[src/rtl/instr_fetch.sv]
// rtl/instr_fetch.sv - instruction fetch stage with one-entry skid buffer and redirect
// Optional macro IF_PERF_CNT_EN adds FETCH_CNT / REDIRECT_CNT performance counters.
module instr_fetch #(
    parameter logic [31:0] RESET_PC = 32'h0000_0000
) (
    input  logic        CLK,
    input  logic        RST_n,
    output logic [31:0] INS_ADDRESS,
    input  logic [31:0] INSTRUCTION,
    input  logic        BR_TAKEN,
    input  logic [31:0] BR_TARGET,
    output logic        IF_VALID,
    input  logic        IF_READY,
    output logic [31:0] IF_PC,
    output logic [31:0] IF_INSTR,
    output logic [31:0] IF_PC4
`ifdef IF_PERF_CNT_EN
    ,
    output logic [31:0] FETCH_CNT,
    output logic [31:0] REDIRECT_CNT
`endif
);

    typedef enum logic {
        ST_BOOT = 1'b0,
        ST_RUN  = 1'b1
    } state_t;

    localparam logic [31:0] NOP_INSTR = 32'h0000_0013;

    state_t      r_state;
    state_t      w_state_next;
    logic [31:0] r_pc_f;
    logic [31:0] r_pc_d;
    logic        r_inflight;
    logic        r_if_valid;
    logic [31:0] r_if_pc;
    logic [31:0] r_if_instr;
    logic        r_skid_valid;
    logic [31:0] r_skid_pc;
    logic [31:0] r_skid_instr;
    logic        w_xfer;
    logic        w_issue;
    logic [1:0]  w_occupancy;

    assign w_xfer      = r_if_valid & IF_READY;
    // Entries that will still be held after this edge; at most three, never negative.
    assign w_occupancy = {1'b0, r_if_valid} + {1'b0, r_skid_valid}
                       + {1'b0, r_inflight} - {1'b0, w_xfer};

    always_ff @(posedge CLK or negedge RST_n) begin
        if (!RST_n) begin
            r_state <= ST_BOOT;
        end else begin
            r_state <= w_state_next;
        end
    end

    always_comb begin
        w_state_next = r_state;
        w_issue      = 1'b0;
        case (r_state)
            ST_BOOT: begin
                w_state_next = ST_RUN;
            end
            ST_RUN: begin
                w_issue = (w_occupancy <= 2'd1) && !BR_TAKEN;
            end
            default: begin
                w_state_next = ST_BOOT;
            end
        endcase
    end

    always_ff @(posedge CLK or negedge RST_n) begin
        if (!RST_n) begin
            r_pc_f       <= RESET_PC;
            r_pc_d       <= 32'h0000_0000;
            r_inflight   <= 1'b0;
            r_if_valid   <= 1'b0;
            r_if_pc      <= 32'h0000_0000;
            r_if_instr   <= NOP_INSTR;
            r_skid_valid <= 1'b0;
            r_skid_pc    <= 32'h0000_0000;
            r_skid_instr <= NOP_INSTR;
        end else if (BR_TAKEN) begin
            r_pc_f       <= BR_TARGET & 32'hFFFF_FFFC;
            r_inflight   <= 1'b0;
            r_if_valid   <= 1'b0;
            r_skid_valid <= 1'b0;
        end else begin
            if (w_issue) begin
                r_pc_f     <= r_pc_f + 32'd4;
                r_pc_d     <= r_pc_f;
                r_inflight <= 1'b1;
            end else begin
                r_inflight <= 1'b0;
            end

            if (w_xfer || !r_if_valid) begin
                // Output slot frees up: the older skid entry goes first to keep program order.
                if (r_skid_valid) begin
                    r_if_valid   <= 1'b1;
                    r_if_pc      <= r_skid_pc;
                    r_if_instr   <= r_skid_instr;
                    r_skid_valid <= r_inflight;
                    if (r_inflight) begin
                        r_skid_pc    <= r_pc_d;
                        r_skid_instr <= INSTRUCTION;
                    end
                end else if (r_inflight) begin
                    r_if_valid <= 1'b1;
                    r_if_pc    <= r_pc_d;
                    r_if_instr <= INSTRUCTION;
                end else begin
                    r_if_valid <= 1'b0;
                end
            end else if (r_inflight) begin
                r_skid_valid <= 1'b1;
                r_skid_pc    <= r_pc_d;
                r_skid_instr <= INSTRUCTION;
            end
        end
    end

    assign INS_ADDRESS = r_pc_f;
    assign IF_VALID    = r_if_valid;
    assign IF_PC       = r_if_pc;
    assign IF_INSTR    = r_if_instr;
    assign IF_PC4      = r_if_pc + 32'd4;

`ifdef IF_PERF_CNT_EN
    logic [31:0] r_fetch_cnt;
    logic [31:0] r_redirect_cnt;

    // A transfer coinciding with a redirect was still delivered, so it is counted.
    always_ff @(posedge CLK or negedge RST_n) begin
        if (!RST_n) begin
            r_fetch_cnt    <= 32'h0000_0000;
            r_redirect_cnt <= 32'h0000_0000;
        end else begin
            if (w_xfer) begin
                r_fetch_cnt <= r_fetch_cnt + 32'd1;
            end
            if (BR_TAKEN) begin
                r_redirect_cnt <= r_redirect_cnt + 32'd1;
            end
        end
    end

    assign FETCH_CNT    = r_fetch_cnt;
    assign REDIRECT_CNT = r_redirect_cnt;
`endif

endmodule

[config.mk]
export PLATFORM = sky130hd
export DESIGN_NAME = instr_fetch
export DESIGN_NICKNAME = d
export VERILOG_FILES = /design/src/rtl/instr_fetch.sv
export SDC_FILE = /design/constraint.sdc
export NUM_CORES = 1
export LEC_CHECK = 0
export ABC_AREA = 1
export CAP_MARGIN = 40
export CORE_ASPECT_RATIO = 1.4
export CORE_MARGIN = 5
export CORE_UTILIZATION = 52
export CTS_BUF_LIST = sky130_fd_sc_hd__clkbuf_16
export CTS_CLUSTER_SIZE = 25
export DETAILED_ROUTE_END_ITERATION = 8
export GPL_ROUTABILITY_DRIVEN = 0
export PLACE_DENSITY = 0.77
export SETUP_SLACK_MARGIN = 0.02
export SYNTH_ARGS = -nofsm -noshare
export SYNTH_HDL_FRONTEND = slang
export SYNTH_SLANG_ARGS = --single-unit
[constraint.sdc]
create_clock -name CLK -period 2.2 [get_ports CLK]
set_clock_uncertainty 0.1 [all_clocks]
set_input_delay 0.44 -clock CLK [delete_from_list [all_inputs] [get_ports CLK]]
set_output_delay 0.44 -clock CLK [all_outputs]
set_load 0.02 [all_outputs]
==> impl_table.tex <==
\begin{tabular}{lr}
\hline
Metric & Value \\
\hline
\multicolumn{2}{l}{\textbf{Status}} \\
Outcome & complete, but fails checks \\
Violations in the final reports & negative setup slack \\
\multicolumn{2}{l}{\textbf{Place}} \\
Count of buffers from port buffering & 188 \\
Placed wire-length estimate & 18.4 mm \\
Worst-case setup slack after placement & -420 ps \\
\multicolumn{2}{l}{\textbf{Worst setup path}} \\
WS Path Type & register to output pin \\
Crit. Startpoint & IF\_PC[23] \\
Critical Path Most Common Cell & sky130\_fd\_sc\_hd\_\_nand2\_1 \\
Crit path max-delay family & simple AND/OR/NAND/NOR gates \\
Slowest stage cell, crit path & sky130\_fd\_sc\_hd\_\_dfrtp\_1 \\
Max stage delay on crit path & 400 ps \\
R2R setup slack & 80 ps \\
Worst Path Required & 1660 ps \\
Crit path launch type & register \\
Largest driver fanout on the critical path & 3 \\
Startpoint of the most critical register-to-register path & IF\_VALID \\
Buffers plus inverters on the worst setup path & 1 \\
Cell-by-cell listing of the critical path & nand2\_1 -> nor3\_2 -> nand2\_1 -> nor2\_1 -> nand3\_1 -> nand2\_2 -> buf\_6 \\
Arrival time reported for the critical path endpoint & 1930 ps \\
Endpoint kind of the worst setup timing path & output pin \\
\multicolumn{2}{l}{\textbf{STA}} \\
Hold WS & 352 ps \\
Final hold vios & 0 \\
Post-route setup slack & -273 ps \\
Min Tclk post-route & 2470 ps \\
Setup TNS & -4400 ps \\
Part of the cycle the worst path needs & 1.12 \\
RSZ-0062 raised after global routing & yes \\
Fmax achieved & 404 MHz \\
Final max-slew violation count & 0 \\
Number of endpoints failing setup at the final stage & 26 \\
\multicolumn{2}{l}{\textbf{Floorplan}} \\
Core region area & 18500 um2 \\
Effective utilization at floorplan & 0.525 \\
Die area & 21500 um2 \\
X dimension of the die & 125 um \\
Die Y & 171 um \\
Row cnt & 59 \\
Number of primary I/O pins & 197 \\
\multicolumn{2}{l}{\textbf{Clocking}} \\
CTS HTree Levels & 4 \\
CTS buffer count & 17 \\
TritonCTS Sinks & 188 \\
Clock transition time at the flip-flop clock pins of the worst setup and hold paths & 70 ps \\
Insertion delay of the later-clocked pin in the worst-skew pair & 430 ps \\
Buffer depth of the longest clock path & 2 \\
CTS tree & done \\
Clock tree root driver cell & sky130\_fd\_sc\_hd\_\_clkbuf\_16 \\
\multicolumn{2}{l}{\textbf{Detailed routing}} \\
Mean number of vias per cell & 5.17 \\
Routed WL & 27.3 mm \\
Remaining antenna violation count & 0 \\
Count of routing violations after the opening detailed-route iteration & 940 \\
DRC & 0 \\
Mean routed wirelength per cell & 15.3 um \\
Total number of vias & 9242 \\
First-pass iteration count of the detailed router & 5 \\
\multicolumn{2}{l}{\textbf{Synth}} \\
Most repeated cell in the gate-level netlist after synthesis & sky130\_fd\_sc\_hd\_\_nand2\_1 \\
Dominant combinational cell family by area after synthesis & simple AND/OR/NAND/NOR gates \\
Combined area of all synthesized cells & 9680 um2 \\
Share of the yosys chip area belonging to registers & 0.487 \\
Yosys reg bits & 188 \\
Synth Flop Type & sky130\_fd\_sc\_hd\_\_dfrtp\_1 \\
Synth top area share & 0.470 \\
Synth Area in Adders & 0.00517 \\
Number of enable flip-flop cells after synthesis & 0 \\
Syn avg cell area & 7.71 um2 \\
Most frequent cells after synthesis & sky130\_fd\_sc\_hd\_\_nand2\_1 (418), sky130\_fd\_sc\_hd\_\_dfrtp\_1 (182), sky130\_fd\_sc\_hd\_\_o21ai\_0 (159) \\
Cells after Synth & 1256 \\
Dominant cell type by area after synthesis & sky130\_fd\_sc\_hd\_\_dfrtp\_1 \\
Ys async rst share & 1.00 \\
Yosys cell types & 35 \\
Number of warnings reported in the yosys synthesis log & 0 \\
Mux contribution to synthesized area & 0 \\
Top cells by area in the synthesized netlist & sky130\_fd\_sc\_hd\_\_dfrtp\_1 (47\%), sky130\_fd\_sc\_hd\_\_nand2\_1 (16\%), sky130\_fd\_sc\_hd\_\_o21ai\_0 (8.2\%), sky130\_fd\_sc\_hd\_\_inv\_1 (5.5\%), sky130\_fd\_sc\_hd\_\_nand3\_1 (3.8\%) \\
Area fraction in and, or, nand and nor cells after synthesis & 0.256 \\
Synthesized-area fraction occupied by ao, oa, aoi and oai cells & 0.133 \\
Synth Area in XOR/XNOR & 0.0217 \\
\multicolumn{2}{l}{\textbf{GRT}} \\
Overall Global Routing Usage & 0.236 \\
First-pass GRT wire length & 41.9 mm \\
Vias in the first global route & 8703 \\
Pin count of the biggest net entering global routing & 125 \\
Grt ovf & 0 \\
Antenna violations before repair & 0 \\
\multicolumn{2}{l}{\textbf{Layout}} \\
Combined area of the multi-input logic cells & 4400 um2 \\
Final net count & 1602 \\
Share of final-layout standard cells stronger than drive strength 1 & 0.197 \\
Area growth from synthesis to final layout & 40.0\% \\
Antenna cell count & 0 \\
Footprint of the flip-flops and latches & 4710 um2 \\
Fill cells & 1365 \\
\multicolumn{2}{l}{\textbf{Power and ir drop}} \\
Leakage power total & 6.69 nW \\
Total power & 0.0121 W \\
IR Drop Worst-Case VDD & 474 uV \\
P per Cell Area & 891 nW/um2 \\
\multicolumn{2}{l}{\textbf{Run}} \\
Number of max-capacitance violations reported & 0 \\
\multicolumn{2}{l}{\textbf{Min path}} \\
Min-Delay Path Class & input port to async pin \\
\hline
\end{tabular}
==> cells in the final DEF (no fill, tap or decap), drive strengths merged <==
cell type,count
nor2,77
dfstp,6
dlygate4sd3,1
nand4,3
nor3,10
and3,1
nand2,424
or2,1
nand3,77
clkdlybuf4s50,145
dlymetal6s2s,5
a21oi,2
xor2,22
inv,155
clkinv,9
buf,150
clkbuf,18
conb,7
o21ai,207
and2,2
ha,4
o211ai,25
xnor2,2
dfrtp,182
dlygate4sd2,8
==> state kept, by name, summed over array words and instances, names as in the netlist <==
register	cells
IF_VALID	1
r_pc_d	30
r_skid_instr	32
r_skid_pc	30
r_skid_valid	1
IF_INSTR	32
r_inflight	1
IF_PC	30
r_state	1
INS_ADDRESS	30
==> power by group <==
| group | internal [W] | switching (W) |
|---|---|---|
| combinational | 0.00195 | 0.00227 |
| sequential | 0.00419 | 0.000576 |
| clock | 0.00155 | 0.00153 |
| total | 0.00769 | 0.00438 |
==> path summary, 6_finish.rpt <==
kind	to	cells after the start
max in group asynchronous	INS_ADDRESS[25]	3
min reg2reg	IF_INSTR[1]	2
min in group CLK	r_skid_valid	5
max reg2reg	INS_ADDRESS[28]	12
max	IF_PC4[29]	7
min	IF_PC[4]	2
==> area by class of cell <==
class                           instances  area share
Sequential cell                       188       0.348
Tap cell                              244      0.0225
Clock inverter                         15      0.0141
Timing Repair Buffer                  310       0.218
Inverter                              149      0.0419
Multi-Input combinational cell        864       0.325
Clock buffer                           17      0.0314
==> cell families after synthesis <==
group	after synthesis
AOI/OAI and AO/OA	234
xor gates and xnor gates	24
adders and majority gates	4
buffers and inverters	210
DFF	188
other	2
and+or+nand+nor	594
==> per-layer routing <==
metal / global-route usage / up-vias / wire, um
met3: 0.0379 / 95 / 1260
li1: - / 4525 / -
met2: 0.410 / 341 / 13600
met5: 0 / - / 0
met1: 0.296 / 4281 / 11100
met4: 0.0972 / 0 / 1270
==> stage by stage <==
stage	instances	utilization	cell area, um2
3_5_place_dp	1722	0.666	12300
4_1_cts	1772	0.712	13100
3_3_place_gp	1722	0.666	12300
2_1_floorplan	1261	-	9700
5_1_grt	1787	0.735	13600
6_report	1787	0.735	13600
==> what timing repair did <==
item / 4_1_cts / 5_1_grt
setup endpoints to repair: 31 / 80
hold buffers: 1 / 0
pin swaps: 27 / 32
setup buffers: 17 / 13
hold endpoints to repair: 21 / 0
gates cloned: 0 / 2
gates resized for setup: 200 / 78
No activity file was read; power rests on OpenSTA's default activity.
